`config.mk`:
```
export PLATFORM = sky130hd
export DESIGN_NAME = bcd_operand_sequencer
export DESIGN_NICKNAME = d
export VERILOG_FILES = /design/src/rtl/bcd_operand_sequencer.sv
export SDC_FILE = /design/constraint.sdc
export NUM_CORES = 1
export LEC_CHECK = 0
export BUFFER_PORTS_ARGS = -buffer_cell sky130_fd_sc_hd__buf_2
export CAP_MARGIN = 20
export CORE_UTILIZATION = 49
export CTS_CLUSTER_DIAMETER = 80
export DETAILED_ROUTE_END_ITERATION = 6
export PLACE_DENSITY = 0.76
export SLEW_MARGIN = 20
export SYNTH_ARGS = -nofsm -noshare
export SYNTH_HDL_FRONTEND = slang
export SYNTH_SLANG_ARGS = --single-unit
```
`constraint.sdc`:
```
create_clock -name clk_i -period 2.3 [get_ports clk_i]
set_input_delay 0.115 -clock clk_i [delete_from_list [all_inputs] [get_ports clk_i]]
set_output_delay 0.115 -clock clk_i [all_outputs]
set_load 0.02 [all_outputs]
```
`src/rtl/bcd_operand_sequencer.sv`:
```
`timescale 1ns/1ps
// bcd_operand_sequencer: collects a BCD operand set {A, B, Cin} from one shared
// digit switch bank, a carry switch and an asynchronous Enter pushbutton.
// Non-BCD digits are rejected at entry so the downstream adder only sees legal BCD.
//
// state  | meaning
// LOAD_A | waiting for a press to capture operand A
// LOAD_B | A held, waiting for a press to capture operand B and carry-in
// READY  | complete operand set held, valid_o high; next press starts over
// 2'b11  | unused encoding, recovers to LOAD_A on the next edge
module bcd_operand_sequencer #(
  parameter int SYNC_STAGES = 2,
  parameter int DIGIT_MAX   = 9,
  parameter int COUNT_WIDTH = 8
) (
  input  logic                   clk_i,
  input  logic                   rst_i,
  input  logic [3:0]             digit_i,
  input  logic                   carry_in_i,
  input  logic                   enter_i,
  input  logic                   clear_i,
  output logic [3:0]             op_a_o,
  output logic [3:0]             op_b_o,
  output logic                   op_c_o,
  output logic                   valid_o,
  output logic                   error_o,
  output logic [1:0]             state_o,
  output logic [COUNT_WIDTH-1:0] op_count_o
);

  localparam logic [3:0] DIGIT_MAX_L = 4'(DIGIT_MAX);

  typedef enum logic [1:0] {
    LOAD_A = 2'b00,
    LOAD_B = 2'b01,
    READY  = 2'b10
  } state_t;

  logic [SYNC_STAGES-1:0] sync_q;
  logic                   hist_q;
  logic                   press;
  logic                   digit_ok;

  state_t                 state_q;
  logic [3:0]             op_a_q;
  logic [3:0]             op_b_q;
  logic                   op_c_q;
  logic                   valid_q;
  logic                   error_q;
  logic [COUNT_WIDTH-1:0] count_q;

  // Synchronise Enter and keep one cycle of history for rising-edge detection.
  // The history keeps moving during Clear, so a coincident press is consumed.
  always_ff @(posedge clk_i or posedge rst_i) begin
    if (rst_i) begin
      sync_q <= '0;
      hist_q <= 1'b0;
    end else begin
      sync_q <= {sync_q[SYNC_STAGES-2:0], enter_i};
      hist_q <= sync_q[SYNC_STAGES-1];
    end
  end

  assign press    = sync_q[SYNC_STAGES-1] & ~hist_q;
  assign digit_ok = (digit_i <= DIGIT_MAX_L);

  // Operand entry FSM; Clear outranks a press and leaves the counter alone.
  always_ff @(posedge clk_i or posedge rst_i) begin
    if (rst_i) begin
      state_q <= LOAD_A;
      op_a_q  <= 4'd0;
      op_b_q  <= 4'd0;
      op_c_q  <= 1'b0;
      valid_q <= 1'b0;
      error_q <= 1'b0;
      count_q <= '0;
    end else if (clear_i) begin
      state_q <= LOAD_A;
      op_a_q  <= 4'd0;
      op_b_q  <= 4'd0;
      op_c_q  <= 1'b0;
      valid_q <= 1'b0;
      error_q <= 1'b0;
    end else begin
      case (state_q)
        LOAD_A: begin
          if (press) begin
            if (digit_ok) begin
              op_a_q  <= digit_i;
              error_q <= 1'b0;
              state_q <= LOAD_B;
            end else begin
              error_q <= 1'b1;
            end
          end
        end
        LOAD_B: begin
          if (press) begin
            if (digit_ok) begin
              op_b_q  <= digit_i;
              op_c_q  <= carry_in_i;
              error_q <= 1'b0;
              valid_q <= 1'b1;
              state_q <= READY;
              count_q <= count_q + COUNT_WIDTH'(1);
            end else begin
              error_q <= 1'b1;
            end
          end
        end
        READY: begin
          if (press) begin
            valid_q <= 1'b0;
            state_q <= LOAD_A;
          end
        end
        default: begin
          valid_q <= 1'b0;
          state_q <= LOAD_A;
        end
      endcase
    end
  end

  assign op_a_o     = op_a_q;
  assign op_b_o     = op_b_q;
  assign op_c_o     = op_c_q;
  assign valid_o    = valid_q;
  assign error_o    = error_q;
  assign state_o    = state_q;
  assign op_count_o = count_q;

endmodule

```
* Word level (Yosys, flattened, before mapping) *
Cells that the tools add are included.

cells by class
  add/subtract/negate cells = 1
  $lt $le $gt $ge = 1
  equal/unequal tests = 8
  mux-type cells = 26
  bitwise operators = 3
  reduce and logical (&&, ||, !) cells = 13

operators by type and width
  operator                                                               count
  4-bit two-way mux                                                      6
  3-bit inequality test, second input constant                           5
  1-bit two-way mux                                                      12
  2-bit two-way mux                                                      6
  2-bit nonzero test                                                     5
  8-bit by 1-bit adder with 8-bit output, second input constant          1
  4-bit AND reduction                                                    2
  2-bit one-hot mux with 3 select lines                                  1
  3-bit AND reduction                                                    2
  5-bit AND reduction                                                    1
  4-bit <= comparator, second input constant                             1
  1-bit one-hot mux with 3 select lines                                  1
  2-bit by 1-bit equality test with 1-bit output, second input constant  1
  2-bit equality test, second input constant                             1
  2-bit logical NOT                                                      1
  2-bit inequality test, second input constant                           1
  1-bit NOT                                                              2
  2-bit AND reduction                                                    1
  2-bit OR reduction                                                     1
  1-bit bitwise AND                                                      1

storage, ports and cells
  bits in registers = 24
  input port bits = 9
  output and inout port bits = 21

* Depth between registers and ports, before layout *
  depth after elaboration = 5
  gate-level depth with buffers = 5

* Worst setup path after synthesis *
OpenSTA, ideal clock, no wires.

  path type = reg-to-reg
  start point = register state_q[1] (netlist: state_o[1])
  end point = register count_q[1] (netlist: op_count_o[1])
  arrival time = 1.610 ns
  path slack = 0.565 ns
  cell stages (with the launch flop) = 4
  period minus slack after synthesis = 1.735 ns
  path through = dfrtp_1 > or3b_4 > nor4b_4 > mux2_2

between the ends
  cells in the longest elaborated chain, start to end = 2

ends and longest elaborated chain
  item                                            line  text
  start, declared                                 44    state_t state_q;
  start signal, assigned                          70    state_q <= LOAD_A;
  start signal, assigned                          78    state_q <= LOAD_A;
  start signal, assigned                          91    state_q <= LOAD_B;
  2-bit by 1-bit equality test with 1-bit output  85    case (state_q)
  4-bit AND reduction (no source line)            -
  end signal, assigned                            105   count_q <= count_q + COUNT_WIDTH'(1);
  end, declared                                   50    logic [COUNT_WIDTH-1:0] count_q;

Every way passes these cells.
A chain may end at the register's enable or synchronous reset.

* Worst setup path after layout *
Same ends and word-level chain as after synthesis.

==> summary.txt <==
Route
  • Drt pass-1 iters: 4
  • Total wire length: 1860 um
  • Avg WL per Cell: 12.7 um
  • DRC viols: 0
  • Antenna-violating nets left: 0
  • 1st-iter DRT viols: 5
  • Vias: 768
  • Vias per cell: 5.22

CTS
  • Reg clk slew, reported paths: 110 ps
  • Post-CTS Setup Bufs: 0
  • CTS sink cnt: 24
  • Total CTS buffers: 3
  • Clock latency at the later pin of the worst-skew pair: 290 ps
  • CTS HTree Levels: 1
  • Hold Buf Count CTS: 2
  • Root buffer cell: clkbuf_4
  • Clock buffer depth: 2
  • TritonCTS clock tree: built
  • Post_cts resized: 0

GRT
  • First-pass GRT wire length: 2900 um
  • Met2 usage: 31.0%
  • Initial antenna violation count: 0
  • Total GRT Usage: 18.9%
  • Pin count of the biggest net entering global routing: 25
  • GRT busiest layer: met2
  • M1 GR Usage: 24.3%
  • GRT met3 Usage: 3.77%
  • GRT overflow: 0
  • Vias in the first global route: 656

Worst setup path
  • CP max FO: 6
  • Critical path endpoint: op_count_o[1]
  • CP startpoint kind: register
  • CP max-delay cell: or3b_4
  • WP data required: 2490 ps
  • CP top delay family: simple AND/OR/NAND/NOR gates
  • Worst r2r src: state_o[1]
  • Buffers plus inverters on the worst setup path: 0
  • R2r setup slk: 550 ps
  • Reg-to-Reg End: op_count_o[1]
  • Worst setup EP type: register
  • Origin of the worst setup path: state_o[1]
  • CP Class: register to register
  • CP Depth: 3
  • Worst Path Arrival: 1940 ps
  • Worst R2R Path Depth: 3
  • Worst path cell trace: or3b_4 > nor4b_4 > mux2_2
  • Slowest stage delay, CP: 460 ps

Yosys
  • Syn_area_per_cell: 11.5 um2
  • Top-area cell type share of the netlist area: 59.3%
  • Post-Syn Instances: 88
  • Netlist cell types: 24
  • Yosys reg bits: 24
  • Cell taking the most area after synthesis: dfrtp_1
  • Yosys warns: 0
  • Netlist Area Pre-Place: 1010 um2
  • Synth top area cells: dfrtp_1 59%, nand2_1 5.2%, xnor2_1 5.2%, a21oi_1 4.0%, mux2i_1 4.0%
  • Syn Nets: 98
  • Seq/Total Area, Yosys: 59.3%

STA
  • Tmin final: 1750 ps
  • Fmax: 572 MHz
  • Final Hold Fails: 0
  • Worst-margin pin slew: 863 ps
  • Max_slew headroom: 42.4%
  • Hold slack: 39.2 ps
  • Fin Setup TNS: 0 ps
  • Final setup violation count: 0
  • RSZ-0062 raised after global routing: no
  • Fin. max-slew vios: 0
  • Worst Clk Skew: 3.25 ps
  • Final Cycle Share: 76.0%

Placement
  • # port buffers: 29
  • Routability cong.: 0.876
  • HPWL after DPL: 1390 um

Worst hold path
  • Worst Hold Depth: 3
  • Min-Delay Path Class: input pin to register

Pwr
  • Clk network pwr share: 22.6%
  • NetSw: 0.198 mW
  • Lkg Pwr: 0.618 nW
  • Seq pwr share: 63.1%
  • Worst vdd ir: 0.355 mV
  • Switching Share: 26.8%
  • P per Cell Area: 606 nW/um2
  • Internal power: 0.543 mW
  • Comb power frac: 14.3%
  • Total power: 0.742 mW

Cells and area
  • Inserted Diodes: 0
  • Area Overhead vs Synth: 21.0%
  • Final #Nets: 132
  • Share of cells above drive strength 1: 30.0%

Floorplan
  • # rows: 16
  • # IOs: 30
  • Die height: 47.5 um
  • DIE AREA: 2250 um2
  • Initial core utilization: 52.1%
  • Core area: 1940 um2
  • Die X: 47.5 um

Status
  • Result of the run: finished clean

Flow run
  • Max-cap violations: 0
[cells in the final DEF, fill, tap and decap left out, drive strengths merged, types with 2 or more instances in the layout]
master	n
a21oi	8
and3	2
buf	29
clkbuf	3
dfrtp	24
dlygate4sd3	2
mux2i	4
nand2	14
nand4	5
nor2	7
nor3	2
o21ai	2
xnor2	6
xor2	2
[state kept, by name, indices dropped and copies added, names as in the netlist]
register	cells
op_c_o	1
hist_q	1
op_a_o	4
op_count_o	8
valid_o	1
state_o	2
op_b_o	4
error_o	1
sync_q	2
[Yosys cell counts]
cell type  instances
nor2b_1            1
a21oi_1            8
nor3_1             1
xnor2_1            6
o21a_1             1
xor2_1             2
and3_1             2
nand2_1           14
ha_1               1
mux2_2             1
nor2_1             7
clkbuf_1           1
nand3_1            1
inv_1              1
and4b_1            1
nand4_1            5
or3b_4             1
nor4b_4            1
mux2i_1            4
dfrtp_1           24
nor3b_1            1
o21ai_0            2
buf_2              1
nor3_4             1
[per-layer routing]
metal	routed length, um	up-vias
met1	850	372
li1	-	372
met5	0	-
met4	29	0
met2	903	20
met3	78	4
[power groups by stage]
| stage | Clock, mW | Combinational, mW | Sequential [mW] |
|---|---|---|---|
| after global routing | 0.198 | 0.119 | 0.472 |
| after CTS | 0.178 | 0.107 | 0.467 |
| after floorplan | 0 | 0.0456 | 0.493 |
| final | 0.168 | 0.106 | 0.468 |
| after global placement | 0 | 0.102 | 0.474 |
| after detailed placement | 0 | 0.105 | 0.475 |
[worst min path at each step]
stage          startpoint  slack (ps)         to
2_1_floorplan       rst_i         130    error_o
3_3_place_gp      enter_i         230  sync_q[0]
3_5_place_dp      enter_i         230  sync_q[0]
4_1_cts        carry_in_i          20     op_c_o
5_1_grt        carry_in_i          50     op_c_o
6_report       carry_in_i          40     op_c_o
[layout make-up]
| cell class | instances | area [um2] |
|---|---|---|
| repair buffers | 31 | 165 |
| multi-input cells | 61 | 399 |
| flip-flops and latches | 24 | 601 |
| fillers | 183 | 717 |
| inverters | 1 | 3.75 |
| clock buffers | 3 | 22.5 |
| well taps | 27 | 33.8 |
[worst reg2reg max path: cells and delay by family (launching register included)]
kind / cells / cell delay [ps]
flops: 1 / 450
mux: 1 / 380
simple gates: 2 / 820
[kinds of logic (layout without fill, tap and decap cells)]
group | Yosys count | in the layout | synth area share, %
AO/OA/AOI/OAI | 11 | 11 | 5.69
adder cells (fa/ha/maj) | 1 | 1 | 1.24
flip-flops | 24 | 24 | 59.3
buffers and inverters | 3 | 35 | 1.23
multiplexers | 5 | 5 | 5.07
AND/OR/NAND/NOR | 36 | 36 | 20.5
XOR/XNOR | 8 | 8 | 6.92
[metrics by stage]
stage / worst slack, ps / util [%] / cells / cell area (um2)
2_1_floorplan: 565 / - / 88 / 1010
3_3_place_gp: 630 / 60.9 / 142 / 1180
3_5_place_dp: 566 / 60.9 / 142 / 1180
4_1_cts: 557 / 63.1 / 147 / 1220
5_1_grt: 479 / 63.1 / 147 / 1220
6_report: 551 / 63.1 / 147 / 1220
Power figures use the tool's default switching activity.
